## src/rtl/game_sequencer_if.sv

```systemverilog
// ---------------------------------------------------------------------------
// game_sequencer_if
//
// Signal bundle between the play controller (game_sequencer) and the ball
// engine it sequences.
//
//   ball_y        10  ball engine -> sequencer : ball vertical position
//   erase_enable   1  ball engine -> sequencer : brick-hit pulse
//   paddle_hit     1  ball engine -> sequencer : paddle-bounce pulse
//   all_cleared    1  ball engine -> sequencer : every brick destroyed (level)
//   ball_reset     1  sequencer -> ball engine : synchronous reset (serve)
//   ball_tick      1  sequencer -> ball engine : single-cycle update enable
//
// Modports: master = sequencer side, slave = ball engine side.
// ---------------------------------------------------------------------------
interface game_sequencer_if;
    logic [9:0] ball_y;
    logic       erase_enable;
    logic       paddle_hit;
    logic       all_cleared;
    logic       ball_reset;
    logic       ball_tick;

    modport master (
        input  ball_y,
        input  erase_enable,
        input  paddle_hit,
        input  all_cleared,
        output ball_reset,
        output ball_tick
    );

    modport slave (
        output ball_y,
        output erase_enable,
        output paddle_hit,
        output all_cleared,
        input  ball_reset,
        input  ball_tick
    );
endinterface

```

## src/rtl/game_sequencer.sv

```systemverilog
// ---------------------------------------------------------------------------
// game_sequencer
//
// Play controller for the Breakout datapath. Serves the ball (holds the ball
// engine in reset), paces it with a frame-rate update enable, detects a miss
// or a cleared field, keeps lives and score, and arbitrates the brick, paddle
// and miss sounds onto a single tone code.
//
// Ports:
//   clk         in   system clock
//   reset       in   asynchronous, active-low reset
//   launch      in   serve/start button (debounced, synchronous)
//   ball        if   ball engine bundle (master side, see game_sequencer_if)
//   lives       out  remaining lives
//   score       out  current score (saturating)
//   state       out  FSM state code for the HUD
//   sound_code  out  0 none, 1 brick, 2 paddle, 3 miss
//
// Every output comes straight from a flop.
// ---------------------------------------------------------------------------
module game_sequencer #(
    parameter int unsigned TICK_DIV     = 833334,   // clk cycles per ball update, >= 2
    parameter int unsigned SERVE_CYCLES = 4,        // ball_reset hold in SERVE, >= 1
    parameter int unsigned LIVES_INIT   = 3,        // 1..7
    parameter logic [9:0]  MISS_Y       = 10'd473,  // ball_y above this is a miss
    parameter int unsigned POINTS       = 10,       // per brick, must be < 2**SCORE_W
    parameter int unsigned SCORE_W      = 12,
    parameter int unsigned SOUND_LEN    = 5000000   // tone length in cycles, >= 1
) (
    input  logic                   clk,
    input  logic                   reset,
    input  logic                   launch,
    game_sequencer_if.master       ball,
    output logic [2:0]             lives,
    output logic [SCORE_W-1:0]     score,
    output logic [2:0]             state,
    output logic [1:0]             sound_code
);

    typedef enum logic [2:0] {
        ST_IDLE  = 3'd0,
        ST_SERVE = 3'd1,
        ST_PLAY  = 3'd2,
        ST_MISS  = 3'd3,
        ST_WIN   = 3'd4,
        ST_OVER  = 3'd5
    } state_t;

    typedef enum logic [1:0] {
        SND_NONE   = 2'd0,
        SND_BRICK  = 2'd1,
        SND_PADDLE = 2'd2,
        SND_MISS   = 2'd3
    } sound_t;

    localparam int unsigned TICK_W  = $clog2(TICK_DIV);
    localparam int unsigned SERVE_W = $clog2(SERVE_CYCLES + 1);
    localparam int unsigned SOUND_W = $clog2(SOUND_LEN + 1);

    localparam logic [SCORE_W-1:0] SCORE_MAX = '1;

    // Priority rank of a tone code; the numeric codes are not in priority order.
    function automatic logic [1:0] sound_rank(input sound_t code);
        case (code)
            SND_MISS:   sound_rank = 2'd3;
            SND_BRICK:  sound_rank = 2'd2;
            SND_PADDLE: sound_rank = 2'd1;
            default:    sound_rank = 2'd0;
        endcase
    endfunction

    state_t              state_q;
    state_t              state_next;
    logic                launch_q;
    logic                launch_rise;
    logic                game_start;
    logic                miss_enter;
    logic                ball_reset_next;
    logic                ball_tick_next;
    logic [SERVE_W-1:0]  serve_cnt;
    logic [TICK_W-1:0]   tick_cnt;
    logic [SOUND_W-1:0]  sound_cnt;
    sound_t              sound_q;
    sound_t              sound_req;
    logic                serve_done;
    logic                tick_wrap;
    logic [SCORE_W:0]    score_sum;

    assign launch_rise = launch & ~launch_q;
    assign serve_done  = (serve_cnt == SERVE_W'(SERVE_CYCLES - 1));
    assign tick_wrap   = (tick_cnt == TICK_W'(TICK_DIV - 1));
    assign score_sum   = {1'b0, score} + (SCORE_W + 1)'(POINTS);

    assign state      = state_q;
    assign sound_code = sound_q;

    // -----------------------------------------------------------------------
    // FSM next-state and registered-output decode
    // -----------------------------------------------------------------------
    always_comb begin
        // NOTE: every signal written here gets a default first, so no path
        // through the case can leave one unassigned and infer a latch.
        state_next      = state_q;
        game_start      = 1'b0;
        miss_enter      = 1'b0;
        ball_reset_next = 1'b0;
        ball_tick_next  = 1'b0;

        case (state_q)
            ST_IDLE, ST_WIN, ST_OVER: begin
                if (launch_rise) begin
                    state_next = ST_SERVE;
                    game_start = 1'b1;
                end
            end
            ST_SERVE: begin
                if (serve_done) begin
                    state_next = ST_PLAY;
                end
            end
            ST_PLAY: begin
                // A cleared field outranks a miss seen in the same cycle.
                if (ball.all_cleared) begin
                    state_next = ST_WIN;
                end else if (ball.ball_y > MISS_Y) begin
                    state_next = ST_MISS;
                    miss_enter = 1'b1;
                end
            end
            ST_MISS: begin
                state_next = (lives <= 3'd1) ? ST_OVER : ST_SERVE;
            end
            default: begin
                state_next = ST_IDLE;
            end
        endcase

        // Outputs are decoded from the next state so the registered copies
        // line up with the state register.
        ball_reset_next = (state_next == ST_IDLE) || (state_next == ST_SERVE);
        // Suppressed on the edge that leaves PLAY so no tick escapes PLAY.
        ball_tick_next  = (state_q == ST_PLAY) && (state_next == ST_PLAY) && tick_wrap;
    end

    // Highest-priority tone request this cycle; brick and paddle only count in PLAY.
    always_comb begin
        sound_req = SND_NONE;
        if (miss_enter) begin
            sound_req = SND_MISS;
        end else if (state_q == ST_PLAY && ball.erase_enable) begin
            sound_req = SND_BRICK;
        end else if (state_q == ST_PLAY && ball.paddle_hit) begin
            sound_req = SND_PADDLE;
        end
    end

    // -----------------------------------------------------------------------
    // State register
    // -----------------------------------------------------------------------
    always_ff @(posedge clk or negedge reset) begin
        // NOTE: sequential state uses non-blocking assignments so every flop
        // samples the pre-edge values regardless of statement order.
        if (!reset) begin
            state_q <= ST_IDLE;
        end else begin
            state_q <= state_next;
        end
    end

    // -----------------------------------------------------------------------
    // Registered outputs, counters, lives and score
    // -----------------------------------------------------------------------
    always_ff @(posedge clk or negedge reset) begin
        if (!reset) begin
            launch_q        <= 1'b0;
            ball.ball_reset <= 1'b1;
            ball.ball_tick  <= 1'b0;
            serve_cnt       <= '0;
            tick_cnt        <= '0;
            lives           <= 3'(LIVES_INIT);
            score           <= '0;
        end else begin
            launch_q        <= launch;
            ball.ball_reset <= ball_reset_next;
            ball.ball_tick  <= ball_tick_next;

            // Serve counter: cleared on entry, counts while serving.
            if (state_next == ST_SERVE && state_q != ST_SERVE) begin
                serve_cnt <= '0;
            end else if (state_q == ST_SERVE) begin
                serve_cnt <= serve_cnt + SERVE_W'(1);
            end

            // Tick counter: cleared on entry to PLAY, wraps at TICK_DIV-1.
            if (state_next == ST_PLAY && state_q != ST_PLAY) begin
                tick_cnt <= '0;
            end else if (state_q == ST_PLAY) begin
                tick_cnt <= tick_wrap ? '0 : tick_cnt + TICK_W'(1);
            end

            if (game_start) begin
                lives <= 3'(LIVES_INIT);
            end else if (state_q == ST_MISS && lives != 3'd0) begin
                lives <= lives - 3'd1;
            end

            if (game_start) begin
                score <= '0;
            end else if (state_q == ST_PLAY && ball.erase_enable) begin
                score <= score_sum[SCORE_W] ? SCORE_MAX : score_sum[SCORE_W-1:0];
            end
        end
    end

    // -----------------------------------------------------------------------
    // Sound arbiter: a strictly higher-ranked request (re)starts the tone,
    // anything else while busy is dropped; the code clears when the
    // countdown has run SOUND_LEN cycles.
    // -----------------------------------------------------------------------
    always_ff @(posedge clk or negedge reset) begin
        if (!reset) begin
            sound_q   <= SND_NONE;
            sound_cnt <= '0;
        end else if (sound_req != SND_NONE && sound_rank(sound_req) > sound_rank(sound_q)) begin
            sound_q   <= sound_req;
            sound_cnt <= SOUND_W'(SOUND_LEN - 1);
        end else if (sound_q != SND_NONE) begin
            if (sound_cnt == '0) begin
                sound_q <= SND_NONE;
            end else begin
                sound_cnt <= sound_cnt - SOUND_W'(1);
            end
        end
    end

endmodule

```

## src/flat_wrapper.sv

```systemverilog
// flat-port wrapper written by rule: the top's interface ports become plain ports
module game_sequencer_flat 
#(
    parameter int unsigned TICK_DIV     = 833334,                                      
    parameter int unsigned SERVE_CYCLES = 4,                                         
    parameter int unsigned LIVES_INIT   = 3,               
    parameter logic [9:0]  MISS_Y       = 10'd473,                                
    parameter int unsigned POINTS       = 10,                                         
    parameter int unsigned SCORE_W      = 12,
    parameter int unsigned SOUND_LEN    = 5000000                                 
)
  (clk, reset, launch, lives, score, state, sound_code, ball_ball_y, ball_erase_enable, ball_paddle_hit, ball_all_cleared, ball_ball_reset, ball_ball_tick);
  game_sequencer_if ball_i ();
  input  logic clk;
  input  logic reset;
  input  logic launch;
  output logic [2:0] lives;
  output logic [SCORE_W-1:0] score;
  output logic [2:0] state;
  output logic [1:0] sound_code;
  input wire logic [$bits(ball_i.ball_y)-1:0] ball_ball_y;
  input wire logic [$bits(ball_i.erase_enable)-1:0] ball_erase_enable;
  input wire logic [$bits(ball_i.paddle_hit)-1:0] ball_paddle_hit;
  input wire logic [$bits(ball_i.all_cleared)-1:0] ball_all_cleared;
  output wire logic [$bits(ball_i.ball_reset)-1:0] ball_ball_reset;
  output wire logic [$bits(ball_i.ball_tick)-1:0] ball_ball_tick;
  assign ball_i.ball_y = ball_ball_y;
  assign ball_i.erase_enable = ball_erase_enable;
  assign ball_i.paddle_hit = ball_paddle_hit;
  assign ball_i.all_cleared = ball_all_cleared;
  assign ball_ball_reset = ball_i.ball_reset;
  assign ball_ball_tick = ball_i.ball_tick;
  game_sequencer #(.TICK_DIV(TICK_DIV), .SERVE_CYCLES(SERVE_CYCLES), .LIVES_INIT(LIVES_INIT), .MISS_Y(MISS_Y), .POINTS(POINTS), .SCORE_W(SCORE_W), .SOUND_LEN(SOUND_LEN)) u_core (.clk(clk), .reset(reset), .launch(launch), .ball(ball_i), .lives(lives), .score(score), .state(state), .sound_code(sound_code));
endmodule
```

## config.mk

```make
export PLATFORM = sky130hd
export DESIGN_NAME = game_sequencer_flat
export DESIGN_NICKNAME = d
export VERILOG_FILES = /design/src/rtl/game_sequencer_if.sv /design/src/rtl/game_sequencer.sv /design/src/flat_wrapper.sv
export SDC_FILE = /design/constraint.sdc
export NUM_CORES = 1
export LEC_CHECK = 0
export ABC_AREA = 1
export CORE_MARGIN = 2
export CORE_UTILIZATION = 40
export DETAILED_ROUTE_END_ITERATION = 6
export PLACE_DENSITY_LB_ADDON = 0.2
export SLEW_MARGIN = 20
export SYNTH_ARGS = -nofsm -noshare
export SYNTH_HDL_FRONTEND = slang
export SYNTH_SLANG_ARGS = --single-unit
```

## constraint.sdc

```tcl
create_clock -name clk -period 3.1 [get_ports clk]
set_clock_uncertainty 0.05 [all_clocks]
set_input_delay 0.62 -clock clk [delete_from_list [all_inputs] [get_ports clk]]
set_output_delay 0.62 -clock clk [all_outputs]
set_load 0.05 [all_outputs]
```

# After elaboration in Yosys (flattened, before gate mapping)
# Cells that the tools add are included.
# W data, S select, Z words.
# totals
inputBits,16
regBits,69
ramBits,0
latch_bits,0
rom_bits,0
elab_cells,94
out_inout_bits,22
n_memories,0
# op_classes
bitwise_logic,2
n_lt_le_gt_ge,3
shifts,0
mux,32
n_reduce_logical,24
div_mod_pow,0
n_mul,0
addsub,5
eq_ne,18
# ops
operator,count
$mux W23,3
$mux W20,3
$mux W12,3
$mux W3,9
$logic_not A23 Y1,1
$sub A23 B1 Y23 const B,1
$add A20 B1 Y20 const B,1
$eq A20 B20 Y1 const B,1
$reduce_bool A2 Y1,8
$add A12 B4 Y13 const B,1
$eq A3 B2 Y1 const B,4
$mux W2,6
$pmux W2 S3,2
$pmux W3 S4,1
$gt A10 B9 Y1 const B,1
$eq A2 B2 Y1 const B,4
$logic_and A1 B1 Y1,8
$eq A3 B1 Y1 const B,2
$eq A3 B3 Y1 const B,2
$logic_not A3 Y1,2
$mux W1,5
$eq A2 B1 Y1 const B,2
$reduce_and A2 Y1,2
$add A3 B1 Y3 const B,1
11 further kinds,11

# Depth between registers and ports, before layout
# depth
word_depth,11
depth_mapped,18
ltp_nobuf,17

# Worst setup path after synthesis
# Ideal clock, no wire load.
# synth_path
kind,flip-flop to flip-flop
startpoint,reg u_core.state_q[1] (netlist: u_core.state[1])
endpoint,reg u_core.sound_cnt[10]
arrival_time_ps,2286
path_buffers,1
stages_incl_launch_ff,12
slack_ps,646
required_ps,2932
path_cell_list,dfrtp_1 > nand3_2 > inv_2 > nand2_1 > o21ai_0 > inv_1 > ha_1 > a21oi_1 > nand2_4 > buf_4 > nand3b_1 > nand2_1
# synth_between
elab_chain_cells,11
word_cells_on_any_way,18
cone_classes,order compare: 1; eq/ne: 5; mux: 6; reduce/logical: 6
# synth_lines
element,line_no,text
"start, declared",game_sequencer.sv:72,state_t state_q;
"start signal, assigned",game_sequencer.sv:166,state_q <= state_next;
$eq A3 B2 Y1 *,"game_sequencer.sv:109, game_sequencer.sv:150, game_sequencer.sv:152",
$logic_and A1 B1 Y1,game_sequencer.sv:152,end else if (state_q == ST_PLAY && ball.paddle_hit) begin
$mux W2,game_sequencer.sv:152,
$mux W2,game_sequencer.sv:150,end else if (state_q == ST_PLAY && ball.erase_enable) begin
$mux W2 *,game_sequencer.sv:148,if (miss_enter) begin
$eq A2 B2 Y1 / $eq A2 B1 Y1 (equally long branches),game_sequencer.sv:64,case (code)
$pmux W2 S3,game_sequencer.sv:64,
$gt A2 B2 Y1,game_sequencer.sv:224,end else if (sound_req != SND_NONE && sound_rank(sound_req) > sound_rank(sound_q)) begin
$logic_and A1 B1 Y1 *,game_sequencer.sv:224,
$ne A2 B1 Y1 (no source line) / $reduce_bool A2 Y1 (equally long branches),n/a,
$reduce_and A2 Y1 (no source line),n/a,
"end signal, assigned",game_sequencer.sv:226,sound_cnt <= SOUND_W'(SOUND_LEN - 1);
"end signal, assigned",game_sequencer.sv:231,sound_cnt <= sound_cnt - SOUND_W'(1);
"end, declared",game_sequencer.sv:82,logic [SOUND_W-1:0] sound_cnt;
# Every way passes the cells marked *; elsewhere a longest branch is shown, timed or not.
# A chain may end at the register's enable or synchronous reset.

# Worst setup path after layout
# layout_path
startpoint,in ball_ball_y[3]
endpoint,reg u_core.sound_cnt[17]
# layout_between
elab_chain_cells,11
word_cells_on_any_way,16
cone_classes,order compare: 2; eq/ne: 4; mux: 6; reduce/logical: 4
# layout_lines
element,line_no,text
"start, declared",flat_wrapper.sv:21,input wire logic [$bits(ball_i.ball_y)-1:0] ball_ball_y;
$gt A10 B9 Y1 *,game_sequencer.sv:125,end else if (ball.ball_y > MISS_Y) begin
$mux W1 *,game_sequencer.sv:125,
$mux W1 *,game_sequencer.sv:123,if (ball.all_cleared) begin
$mux W1 *,game_sequencer.sv:109,case (state_q)
$mux W2 *,game_sequencer.sv:148,
$eq A2 B2 Y1 / $eq A2 B1 Y1 (equally long branches),game_sequencer.sv:64,
$pmux W2 S3,game_sequencer.sv:64,
$gt A2 B2 Y1,game_sequencer.sv:224,
$logic_and A1 B1 Y1 *,game_sequencer.sv:224,
$ne A2 B1 Y1 (no source line) / $reduce_bool A2 Y1 (equally long branches),n/a,
$reduce_and A2 Y1 (no source line),n/a,
# Marks and branches as above.

==> flow_summary.json <==
{
  "layout-drive-gt1-share": 0.07969,
  "ys_async_sr_fraction": 1.000,
  "cp.required_ns": 3.29,
  "status": "completed",
  "synth-main-ff-cell": "dfrtp_1",
  "finalHoldWorstSlack_ns": 0.4130,
  "vdd_ir_drop_max_uv": 481.8,
  "maxCapViolations": 0,
  "cts_root_buf": "clkbuf_8",
  "avgViaCountPerCell": 5.004,
  "syn_area_per_cell_um2": 7.289,
  "area_growth_pct": 14.72,
  "clk_latency_ns": 0.36,
  "antenna_found_initial": 0,
  "crit_type": "input port to flip-flop",
  "timing.fmax_mhz": 388.3,
  "drtAntennaViolNets": 0,
  "clock_path_buffers": 2,
  "cts_buffers": 9,
  "dr.first_iter.drc_count": 151,
  "final_nets": 663,
  "synthCells": 596,
  "syn-cell-area_um2": 4344,
  "finalHoldViolCount": 0,
  "instances_no_fill": 780,
  "setup_violations": 0,
  "gr-total-overflow": 0,
  "r2r_cells": 12,
  "port_buffers": 36,
  "n_antenna_cell": 0,
  "wl_mm": 9.768,
  "fin_crit_ns": 2.576,
  "synth.most_common_cell": "nand2_1",
  "grt_pass1_wl_mm": 17.52,
  "ys_types": 38,
  "cts_resized": 0,
  "cts_setup_buffers": 0,
  "start_util": 0.4061,
  "clk_pin_slew_worst_paths_ns": 0.08,
  "crit_path_start_kind": "input port",
  "synth-edff-count": 0,
  "htreeDepth": 3,
  "synthTopCellsByArea": "dfrtp_1 38%, nand2_1 14%, nand3_1 7.8%, inv_1 6.4%, nor2_1 5.6%",
  "multi_input_area_um2": 2211,
  "core_area_um2": 10700,
  "synth-seq-cells": 69,
  "drc": 0,
  "yosysWarnings": 0,
  "grt_pass1_vias": 3805,
  "total_power_w": 0.003906,
  "die_w_um": 108.2,
  "dieArea_um2": 11710,
  "dp_hpwl_mm": 6.993,
  "die_h_um": 108.2,
  "rsz0062_at_grt": "no",
  "seqCellArea_um2": 1730,
  "num_vias": 3903,
  "ctsHoldBuffers": 0,
  "cts_sinks": 69,
  "endpoint_kind": "flip-flop",
  "fin_setup_tns_ns": 0,
  "power_density_nw_per_um2": 783.7,
  "yosysTopAreaCell": "dfrtp_1",
  "yosys-top-cells-count": "158 x nand2_1, 74 x inv_1, 68 x nand3_1",
  "fillCellCount": 1074,
  "synth_top_area_frac": 0.3802,
  "slew_headroom": 0.4167,
  "grt_util_all_layers": 0.1860,
  "worst_slew_pin_slew_ns": 0.8750,
  "cp.arrival_ns": 2.76,
  "finalCritPeriodShare": 0.8308,
  "final_max_slew_viol_count": 0,
  "hold_path.class": "input port to async pin",
  "cp_max_fo": 23,
  "ios": 38,
  "ys_seq_area_frac": 0.3983,
  "first_pass_iters": 5,
  "placed_cells": 765,
  "gp_congestion": 0.8820,
  "grt_max_degree": 70,
  "syn_nets": 623,
  "leakagePower_nw": 2.458,
  "wire_per_inst_um": 12.52,
  "row_count": 38,
  "cts_tree": "done"
}
[per-layer routing]
metal	up-vias	global-route usage	wire length (um)
met5	-	0	0
met2	82	0.3001	4645
li1	2009	-	-
met4	0	0.05678	138
met3	13	0.03978	361
met1	1799	0.2509	4623
[cell usage in the layout (no fill, tap or decap), types with 2 or more instances in the layout]
master	netlist	final
a21oi_1	7	7
and3_1	2	2
buf_4	5	5
clkbuf_8	0	10
clkdlybuf4s50_1	0	35
clkinv_2	0	2
clkinvlp_4	0	2
dfrtp_1	66	66
dfstp_2	3	3
ha_1	11	11
inv_1	74	74
inv_2	7	7
nand2_1	158	158
nand2_2	6	6
nand2_4	2	2
nand3_1	68	68
nand3_2	3	3
nand3b_1	11	11
nand4_1	14	14
nor2_1	65	65
nor2_2	2	2
nor3_1	6	6
nor3_2	2	2
nor4_1	3	3
o211ai_1	10	10
o21ai_0	21	21
o21ai_1	12	12
o21bai_1	2	2
o22ai_1	3	3
or2_2	2	2
xnor2_1	7	7
xor2_1	10	10
[worst max-delay path: stages]
cell and delay, ns:
clkdlybuf4s50_1 0.45, nand2_1 0.05, inv_1 0.04, nand2_1 0.05
nand2_1 0.05, nand2_1 0.04, nand2_1 0.08, nand2_2 0.10
o21ai_0 0.13, inv_1 0.07, ha_1 0.29, a21oi_1 0.31
nand2_4 0.09, buf_4 0.22, nand3b_1 0.10, nand2_1 0.06
[flip-flops by register name, indices dropped and copies added (netlist names)]
register and flops:
u_core.sound_cnt 23, u_core.tick_cnt 20, u_core.score 12, u_core.lives 3, u_core.serve_cnt 3, u_core.state 3, u_core.sound_code 2, u_core.ball.ball_reset 1
u_core.ball.ball_tick 1, u_core.launch_q 1
[per-stage QoR]
stage                     area [um^2]    util  worst slack [ns]
after floorplan                  4344       -            0.6461
after global placement           4817  0.4503            0.2052
after detailed placement         4817  0.4503            0.1500
after CTS                        4984  0.4658            0.5165
after global routing             4984  0.4658            0.2422
final                            4984  0.4658            0.5244
[logic make-up (layout without fill, tap and decap cells)]
| group | count (synthesis) | count (layout) | synth area share |
|---|---|---|---|
| compound gates | 57 | 57 | 0.07604 |
| fa+ha+maj | 11 | 11 | 0.03168 |
| mux | 1 | 1 | 0.002304 |
| buf+inv | 94 | 138 | 0.09274 |
| xor+xnor | 17 | 17 | 0.03427 |
| simple gates | 347 | 347 | 0.3646 |
| flops | 69 | 69 | 0.3983 |
[area by class of cell]
class	count	area share
Inverter	82	0.06176
Clock buffer	11	0.02837
Sequential cell	69	0.3472
Clock inverter	4	0.005021
Multi-Input combinational cell	433	0.4436
Timing Repair Buffer	41	0.07884
Tap cell	140	0.03515
[final timing paths]
| check | start | slack (ns) | endpoint |
|---|---|---|---|
| setup / recovery | ball_ball_y[3] | 0.52 | u_core.sound_cnt[17] |
| hold / removal | reset | 0.41 | u_core.score[11] |
| setup reg to reg | u_core.state[2] | 0.67 | u_core.sound_cnt[17] |
| hold reg to reg | u_core.score[0] | 0.44 | u_core.score[0] |
| max in group asynchronous | reset | 2.01 | u_core.tick_cnt[2] |
| min in group clk | u_core.score[0] | 0.44 | u_core.score[0] |
[where the power goes]
part | switching (W) | internal [W] | leakage [nW] | total, W
Combinational | 0.00113 | 0.000597 | 1.47 | 0.00173
Sequential | 0.000330 | 0.00120 | 0.904 | 0.00153
Clock | 0.000349 | 0.000305 | 0.0812 | 0.000654
Total | 0.00181 | 0.00210 | 2.46 | 0.00391
Note: power is estimated with default switching activity, not from simulation.
